[src/rtl/lsu_mem_master.sv]
// lsu_mem_master: single-outstanding load/store initiator for the data-memory
// VALID/READY port. Builds byte mask and replicated store data, holds the
// request stable until READY, then extends load data and pulses done.
// Misaligned or illegal accesses and responder timeouts pulse err instead.
//
// state | meaning
// IDLE  | waiting for a pipeline request; pipeline not stalled
// REQ   | VALID asserted, waiting for READY or timeout
// DONE  | one-cycle completion pulse, load data visible
// ERR   | one-cycle error pulse (misaligned, illegal funct3, timeout)
module lsu_mem_master #(
    parameter int ADDR_W      = 18,
    parameter int TIMEOUT_CYC = 1024
) (
    input  logic              i_clk,
    input  logic              i_rst_n,
    input  logic              i_req,
    input  logic              i_wren,
    input  logic [2:0]        i_funct3,
    input  logic [31:0]       i_addr,
    input  logic [31:0]       i_wdata,
    output logic              o_busy,
    output logic              o_done,
    output logic [31:0]       o_rdata,
    output logic              o_err,
    output logic [ADDR_W-1:0] o_ADDR,
    output logic [31:0]       o_WDATA,
    output logic [3:0]        o_BMASK,
    output logic              o_WREN,
    output logic              o_VALID,
    input  logic              i_READY,
    input  logic [31:0]       i_RDATA
);
    localparam int CNT_W   = $clog2(TIMEOUT_CYC) + 1;
    localparam int TO_LAST = (TIMEOUT_CYC > 0) ? TIMEOUT_CYC - 1 : 0;

    typedef enum logic [1:0] {S_IDLE, S_REQ, S_DONE, S_ERR} state_t;

    state_t           state, state_nx;
    logic [CNT_W-1:0] cnt;
    logic [2:0]       f3_q;
    logic [1:0]       lane_q;
    logic             illegal, misaligned, timeout_hit;
    logic [3:0]       mask_nx;
    logic [31:0]      wdata_nx, rdata_nx;
    logic [7:0]       rd_byte;
    logic [15:0]      rd_half;
    logic             unused_addr;

    // Upper address bits beyond ADDR_W are intentionally dropped.
    assign unused_addr = ^i_addr;

    // Request decode: legality, alignment, byte lanes and replicated store data.
    always_comb begin
        illegal    = (i_funct3[1:0] == 2'b11) | (i_wren ? i_funct3[2] : (i_funct3 == 3'd6));
        misaligned = 1'b0;
        mask_nx    = 4'b1111;
        wdata_nx   = i_wdata;
        case (i_funct3[1:0])
            2'd0: begin
                mask_nx  = 4'b0001 << i_addr[1:0];
                wdata_nx = {4{i_wdata[7:0]}};
            end
            2'd1: begin
                misaligned = i_addr[0];
                mask_nx    = 4'b0011 << {i_addr[1], 1'b0};
                wdata_nx   = {2{i_wdata[15:0]}};
            end
            2'd2: misaligned = (i_addr[1:0] != 2'b00);
            default: ;
        endcase
    end

    // Load data: pick the addressed lane from the read word and extend it.
    always_comb begin
        rd_byte = i_RDATA[{lane_q, 3'b000} +: 8];
        rd_half = i_RDATA[{lane_q[1], 4'b0000} +: 16];
        case (f3_q)
            3'd0:    rdata_nx = {{24{rd_byte[7]}}, rd_byte};
            3'd1:    rdata_nx = {{16{rd_half[15]}}, rd_half};
            3'd4:    rdata_nx = {24'd0, rd_byte};
            3'd5:    rdata_nx = {16'd0, rd_half};
            default: rdata_nx = i_RDATA;
        endcase
    end

    // Next-state logic and state-decoded status outputs.
    always_comb begin
        state_nx    = state;
        timeout_hit = (TIMEOUT_CYC != 0) && (cnt == CNT_W'(TO_LAST));
        o_busy      = (state != S_IDLE);
        o_done      = (state == S_DONE);
        o_err       = (state == S_ERR);
        case (state)
            S_IDLE: if (i_req) state_nx = (illegal | misaligned) ? S_ERR : S_REQ;
            S_REQ: begin
                if (i_READY)          state_nx = S_DONE;
                else if (timeout_hit) state_nx = S_ERR;
            end
            S_DONE:  state_nx = S_IDLE;
            S_ERR:   state_nx = S_IDLE;
            default: state_nx = S_IDLE;
        endcase
    end

    // State register and REQ-cycle counter (held at zero outside REQ).
    always_ff @(posedge i_clk) begin
        if (!i_rst_n) begin
            state <= S_IDLE;
            cnt   <= '0;
        end else begin
            state <= state_nx;
            cnt   <= (state == S_REQ) ? cnt + CNT_W'(1) : '0;
        end
    end

    // Memory-side request registers and load result.
    always_ff @(posedge i_clk) begin
        if (!i_rst_n) begin
            o_ADDR  <= '0;
            o_WDATA <= '0;
            o_BMASK <= '0;
            o_WREN  <= 1'b0;
            o_VALID <= 1'b0;
            o_rdata <= '0;
            f3_q    <= '0;
            lane_q  <= '0;
        end else begin
            if (state == S_IDLE && state_nx == S_REQ) begin
                o_ADDR  <= i_addr[ADDR_W-1:0];
                o_WDATA <= wdata_nx;
                o_BMASK <= mask_nx;
                o_WREN  <= i_wren;
                o_VALID <= 1'b1;
                f3_q    <= i_funct3;
                lane_q  <= i_addr[1:0];
            end else if (state == S_REQ && state_nx != S_REQ) begin
                o_VALID <= 1'b0;
            end
            if (state == S_REQ && i_READY && !o_WREN)
                o_rdata <= rdata_nx;
        end
    end
endmodule

[config.mk]
export PLATFORM = sky130hd
export DESIGN_NAME = lsu_mem_master
export DESIGN_NICKNAME = d
export VERILOG_FILES = /design/src/rtl/lsu_mem_master.sv
export SDC_FILE = /design/constraint.sdc
export NUM_CORES = 1
export LEC_CHECK = 0
export BUFFER_PORTS_ARGS = -buffer_cell sky130_fd_sc_hd__buf_2
export CORE_MARGIN = 10
export CORE_UTILIZATION = 44
export DETAILED_ROUTE_END_ITERATION = 6
export GPL_TIMING_DRIVEN = 0
export PLACE_DENSITY = 0.78
export SYNTH_ARGS = -nofsm -noshare
export SYNTH_HDL_FRONTEND = slang
export SYNTH_SLANG_ARGS = --single-unit
export TNS_END_PERCENT = 20
[constraint.sdc]
create_clock -name i_clk -period 1.75 [get_ports i_clk]
set_clock_uncertainty 0.05 [all_clocks]
set_input_delay 0.175 -clock i_clk [delete_from_list [all_inputs] [get_ports i_clk]]
set_output_delay 0.175 -clock i_clk [all_outputs]
set_load 0.02 [all_outputs]
# Word level (Yosys, flattened, before mapping)
# Cells that the tools add are included.
# word_totals
ff_bits	106
inputBits	104
output_inout_bits	91
word_cells	55
# op_classes
add_sub_neg	1
eq_ne	13
n_shift	4
muxes	12
n_bitwise	2
n_reduce_logical	13
# ops
op	count
one-hot mux 32 bit (4 select lines)	1
one-hot mux 32 bit (2 select lines)	1
indexed part select 32 x 6 -> 16 bit	1
indexed part select 32 x 6 -> 8 bit	1
adder 11 x 1 -> 11 bit, second input constant	1
== test 11 x 10 -> 1 bit, second input constant	1
== test 3 bit, second input constant	3
== test 2 bit, second input constant	4
2-to-1 mux 2 bit	4
one-hot mux 4 bit (2 select lines)	1
== test 2 x 1 -> 1 bit, second input constant	3
one-hot mux 2 bit (3 select lines)	1
nonzero test 2 bit	3
logical AND 1 bit	4
zero test 2 bit	2
<< shifter 1 x 2 -> 4 bit, first input constant	1
<< shifter 2 x 2 -> 4 bit, first input constant	1
== test 3 x 1 -> 1 bit, second input constant	1
zero test 3 bit	1
2-to-1 mux 1 bit	3
inequality test 2 x 1 -> 1 bit, second input constant	1
OR 1 bit	2
one-hot mux 1 bit (2 select lines)	1
AND reduction 2 bit	1
other kinds (2)	2

# Logic depth before layout (Yosys ltp)
# depth
word_depth	11
ltp_mapped	10
ltp_nobuf	6

# Least setup slack after synthesis
# OpenSTA, ideal clock, no wires.
# synth_path
path_type	in2reg
start	input i_funct3[1]
end	register o_WDATA[14]
setup_ns	0.134
arrival_time_ns	1.575
required_time_ns	1.566
setup_slack_ns	-0.010
path_stages	9
path_buffers	3
path_cell_list	buf_2 -> inv_1 -> ha_1 -> o211ai_1 -> nand4b_1 -> nor2_1 -> buf_4 -> buf_4 -> a211oi_1
# synth_via
elab_chain_cells	9
elab_cells_between_ends	15
cone_classes	5 x eq/ne; 6 x mux; 2 x bitwise; 2 x reduce/logical
# synth_lines
element	line_no	rtl
start: declaration	19	input logic [2:0] i_funct3,
== test 3 bit	55	illegal = (i_funct3[1:0] == 2'b11) | (i_wren ? i_funct3[2] : (i_funct3 == 3'd6));
2-to-1 mux 1 bit	55	
OR 1 bit	55	
OR 1 bit	95	S_IDLE: if (i_req) state_nx = (illegal | misaligned) ? S_ERR : S_REQ;
2-to-1 mux 2 bit (2 in series)	95	
one-hot mux 2 bit (3 select lines)	94	case (state)
== test 2 x 1 -> 1 bit	129	if (state == S_IDLE && state_nx == S_REQ) begin
logical AND 1 bit	129	
end signal: assignment	131	o_WDATA <= wdata_nx;
end: declaration	27	output logic [31:0] o_WDATA,
# Several ways; a longest one is shown, not always the timed one.
# A chain may end at the register's enable or synchronous reset.

# Worst setup path after layout
# layout_path
start	input i_READY
end	register o_rdata[21]
# layout_via
elab_chain_cells	2
# layout_lines
element	line_no	rtl
start: declaration	31	input logic i_READY,
logical AND 1 bit (2 in series)	140	if (state == S_REQ && i_READY && !o_WREN)
end signal: assignment	141	o_rdata <= rdata_nx;
end: declaration	24	output logic [31:0] o_rdata,
# Every way passes these cells.

==> impl_metrics.json <==
{
  "finalSetupViolCount": 0,
  "clkPwrFrac_pct": 29.8,
  "clk_latency_ns": 0.37,
  "avgSynthCellArea_sq_um": 8.43,
  "tightest_slew_ns": 0.540,
  "final_cells": 931,
  "irDropWorstVdd_mv": 0.469,
  "num_vias": 5370,
  "drive_above_1_share_pct": 32.0,
  "grt_pass1_wl_um": 28000,
  "viasPerCell": 5.77,
  "synth_edf_count": 0,
  "leakagePower_nw": 2.72,
  "die-area_sq_um": 15600,
  "grtUsageTotal_pct": 21.5,
  "port_buffers": 179,
  "worstSetupPathType": "in2reg",
  "fin_crit_sh_pct": 94.7,
  "layout_commonest_cell": "buf_2",
  "grt.overflow.total": 0,
  "layout_common_cells": "buf_2, dfxtp_1, a21oi_1",
  "yosysWarningCount": 0,
  "hold_path_depth": 3,
  "cp_max_fo": 10,
  "r2r_cells": 6,
  "finalMaxSlewViolations": 0,
  "syn_inst": 574,
  "hp-start": "i_wdata[29]",
  "min_period_ns": 1.66,
  "drt-pass1-iter-count": 5,
  "drtIter0Drc": 424,
  "cellInternalPower_mw": 3.84,
  "nNetsFinal": 895,
  "hp-class": "in2reg",
  "dp.cells": 893,
  "worstHoldEndpoint": "o_WDATA[29]",
  "r2r_start": "o_ADDR[0]",
  "final-seq-area_sq_um": 2080,
  "htree_levels": 3,
  "synth_nets": 683,
  "combPwrFrac_pct": 23.4,
  "grt_pass1_vias": 5388,
  "detail-route-antenna-nets": 0,
  "cts-root-buf": "clkbuf_8",
  "power_switching_mw": 1.71,
  "cts_made_buffers": 9,
  "std_cell_rows": 38,
  "required_ns": 1.96,
  "placed_area_sq_um": 5910,
  "hold_viol": 0,
  "ys.flop_type": "dfxtp_1",
  "clock_sinks": 104,
  "yosysUniqueCellTypes": 45,
  "wirelength_um": 17400,
  "initial_core_util_pct": 44.8,
  "power.share.sequential_pct": 46.9,
  "powerDensity_nw_per_um2": 872,
  "die-height_um": 125,
  "drc": 0,
  "io_pins": 195,
  "antenna_found_initial": 2,
  "syn_area_sq_um": 4840,
  "worst_slack_ns": 0.0935,
  "grt_max_degree": 17,
  "fillers": 995,
  "holdWs_ns": 0.0172,
  "clk_pin_slew_ns": 0.10,
  "ys_seq_elements": 104,
  "status": "completed",
  "max-slew-margin-rel_pct": 64.0,
  "post-place-ws_ns": -0.531,
  "cp.arrival_ns": 1.87,
  "multiInputGateArea_sq_um": 2430,
  "startpoint": "i_READY",
  "clk_path_buf_depth": 2,
  "dpl.hpwl_um": 13300,
  "die_w_um": 125,
  "place_congestion": 0.958,
  "rsz0062_at_grt": "false",
  "area_delta_synth_final_pct": 31.8,
  "rrSetupSlack_ns": 0.10,
  "cts_tree": "done",
  "critPathLaunchType": "input pin",
  "switching_share_pct": 30.8,
  "synthArstFlopShare_pct": 0,
  "total_power_mw": 5.56,
  "r2r_end": "o_rdata[2]",
  "max_freq_mhz": 604,
  "end_kind": "flop",
  "final_area_sq_um": 6380,
  "drv_cap": 0,
  "core_area_sq_um": 10800,
  "seq_area_frac_synth_pct": 43.0,
  "wl_per_cell_um": 18.7
}
## worst max path at each step
stage / endpoint / slack [ns] / cells after the start
after floorplan: o_WDATA[14] / 0.06 / 9
after global placement: o_WDATA[16] / -0.40 / 10
after detailed placement: o_WDATA[17] / -0.53 / 10
after CTS: o_ADDR[6] / 0.02 / 10
after global routing: o_rdata[5] / 0.006 / 6
final: o_rdata[21] / 0.09 / 7
## kinds of logic after synthesis
| group | Yosys count | share of synthesized area [%] |
|---|---|---|
| AOI/OAI and AO/OA | 222 | 27.6 |
| and+or+nand+nor | 152 | 15.4 |
| DFF | 104 | 43.0 |
| buffers and inverters | 65 | 7.09 |
| muxes | 17 | 3.96 |
| xor gates and xnor gates | 9 | 1.63 |
| adders and majority gates | 5 | 1.29 |
## area by class of cell
type,instances,area share (%)
Antenna cell,1,0.0392
Buffer,56,5.08
Clock buffer,10,2.16
Clock inverter,5,1.28
Inverter,9,0.589
Multi-Input combinational cell,405,38.1
Sequential cell,104,32.7
Tap cell,140,2.75
Timing Repair Buffer,201,17.3
## registers in the layout, indices dropped and copies added (netlist names)
register / cells
state: 2
cnt: 11
o_rdata: 32
o_WDATA: 32
o_ADDR: 18
o_VALID: 1
o_WREN: 1
o_BMASK: 4
f3_q: 3
## what timing repair did
action                                  in CTS  in global routing
hold endpoints to repair                    17                  0
pin swaps                                    1                  3
hold buffers                                17                  0
cloned                                       0                  0
endpoints found under the setup margin      15                 68
buffers inserted                             1                  4
resized for setup                            1                 34
## worst max-delay path, stage by stage
cell,delay [ns]
dlygate4sd3_1,0.57
buf_2,0.13
and4bb_2,0.21
buf_2,0.19
a21boi_2,0.33
buf_6,0.19
a21oi_1,0.07
## Yosys cell counts (all sizes together) (9+ instances only)
| cell type | n | area (sq um) |
|---|---|---|
| a22oi | 16 | 120 |
| o211ai | 9 | 67.6 |
| o21ai | 60 | 300 |
| nand3 | 37 | 185 |
| a311oi | 18 | 158 |
| nor2 | 29 | 109 |
| nand2 | 48 | 180 |
| clkbuf | 25 | 104 |
| mux2i | 10 | 113 |
| a211oi | 17 | 128 |
| a21oi | 87 | 435 |
| buf | 31 | 205 |
| dfxtp | 104 | 2080 |
## stage by stage
step                TNS (ns)  utilization, %
finish                     0            59.1
floorplan                  0               -
global route               0            59.1
detailed placement    -22.56            54.8
CTS                        0            58.5
global placement      -16.51            54.8
## power by group through the flow
stage	sequential (mW)	clock (mW)	combinational (mW)
finish	2.61	1.66	1.30
global placement	2.65	0	1.20
global route	2.62	1.78	1.42
floorplan	2.82	0	0.586
detailed placement	2.65	0	1.23
CTS	2.60	1.69	1.27
## layer usage
| layer | global-route usage (%) | vias to the layer above | routed length, um |
|---|---|---|---|
| met2 | 35.0 | 308 | 8040 |
| met1 | 25.2 | 2500 | 6880 |
| met4 | 8.20 | 2 | 567 |
| li1 | - | 2512 | - |
| met5 | 0 | - | 13 |
| met3 | 8.13 | 48 | 1930 |
Note: power is estimated with default switching activity, not from simulation.
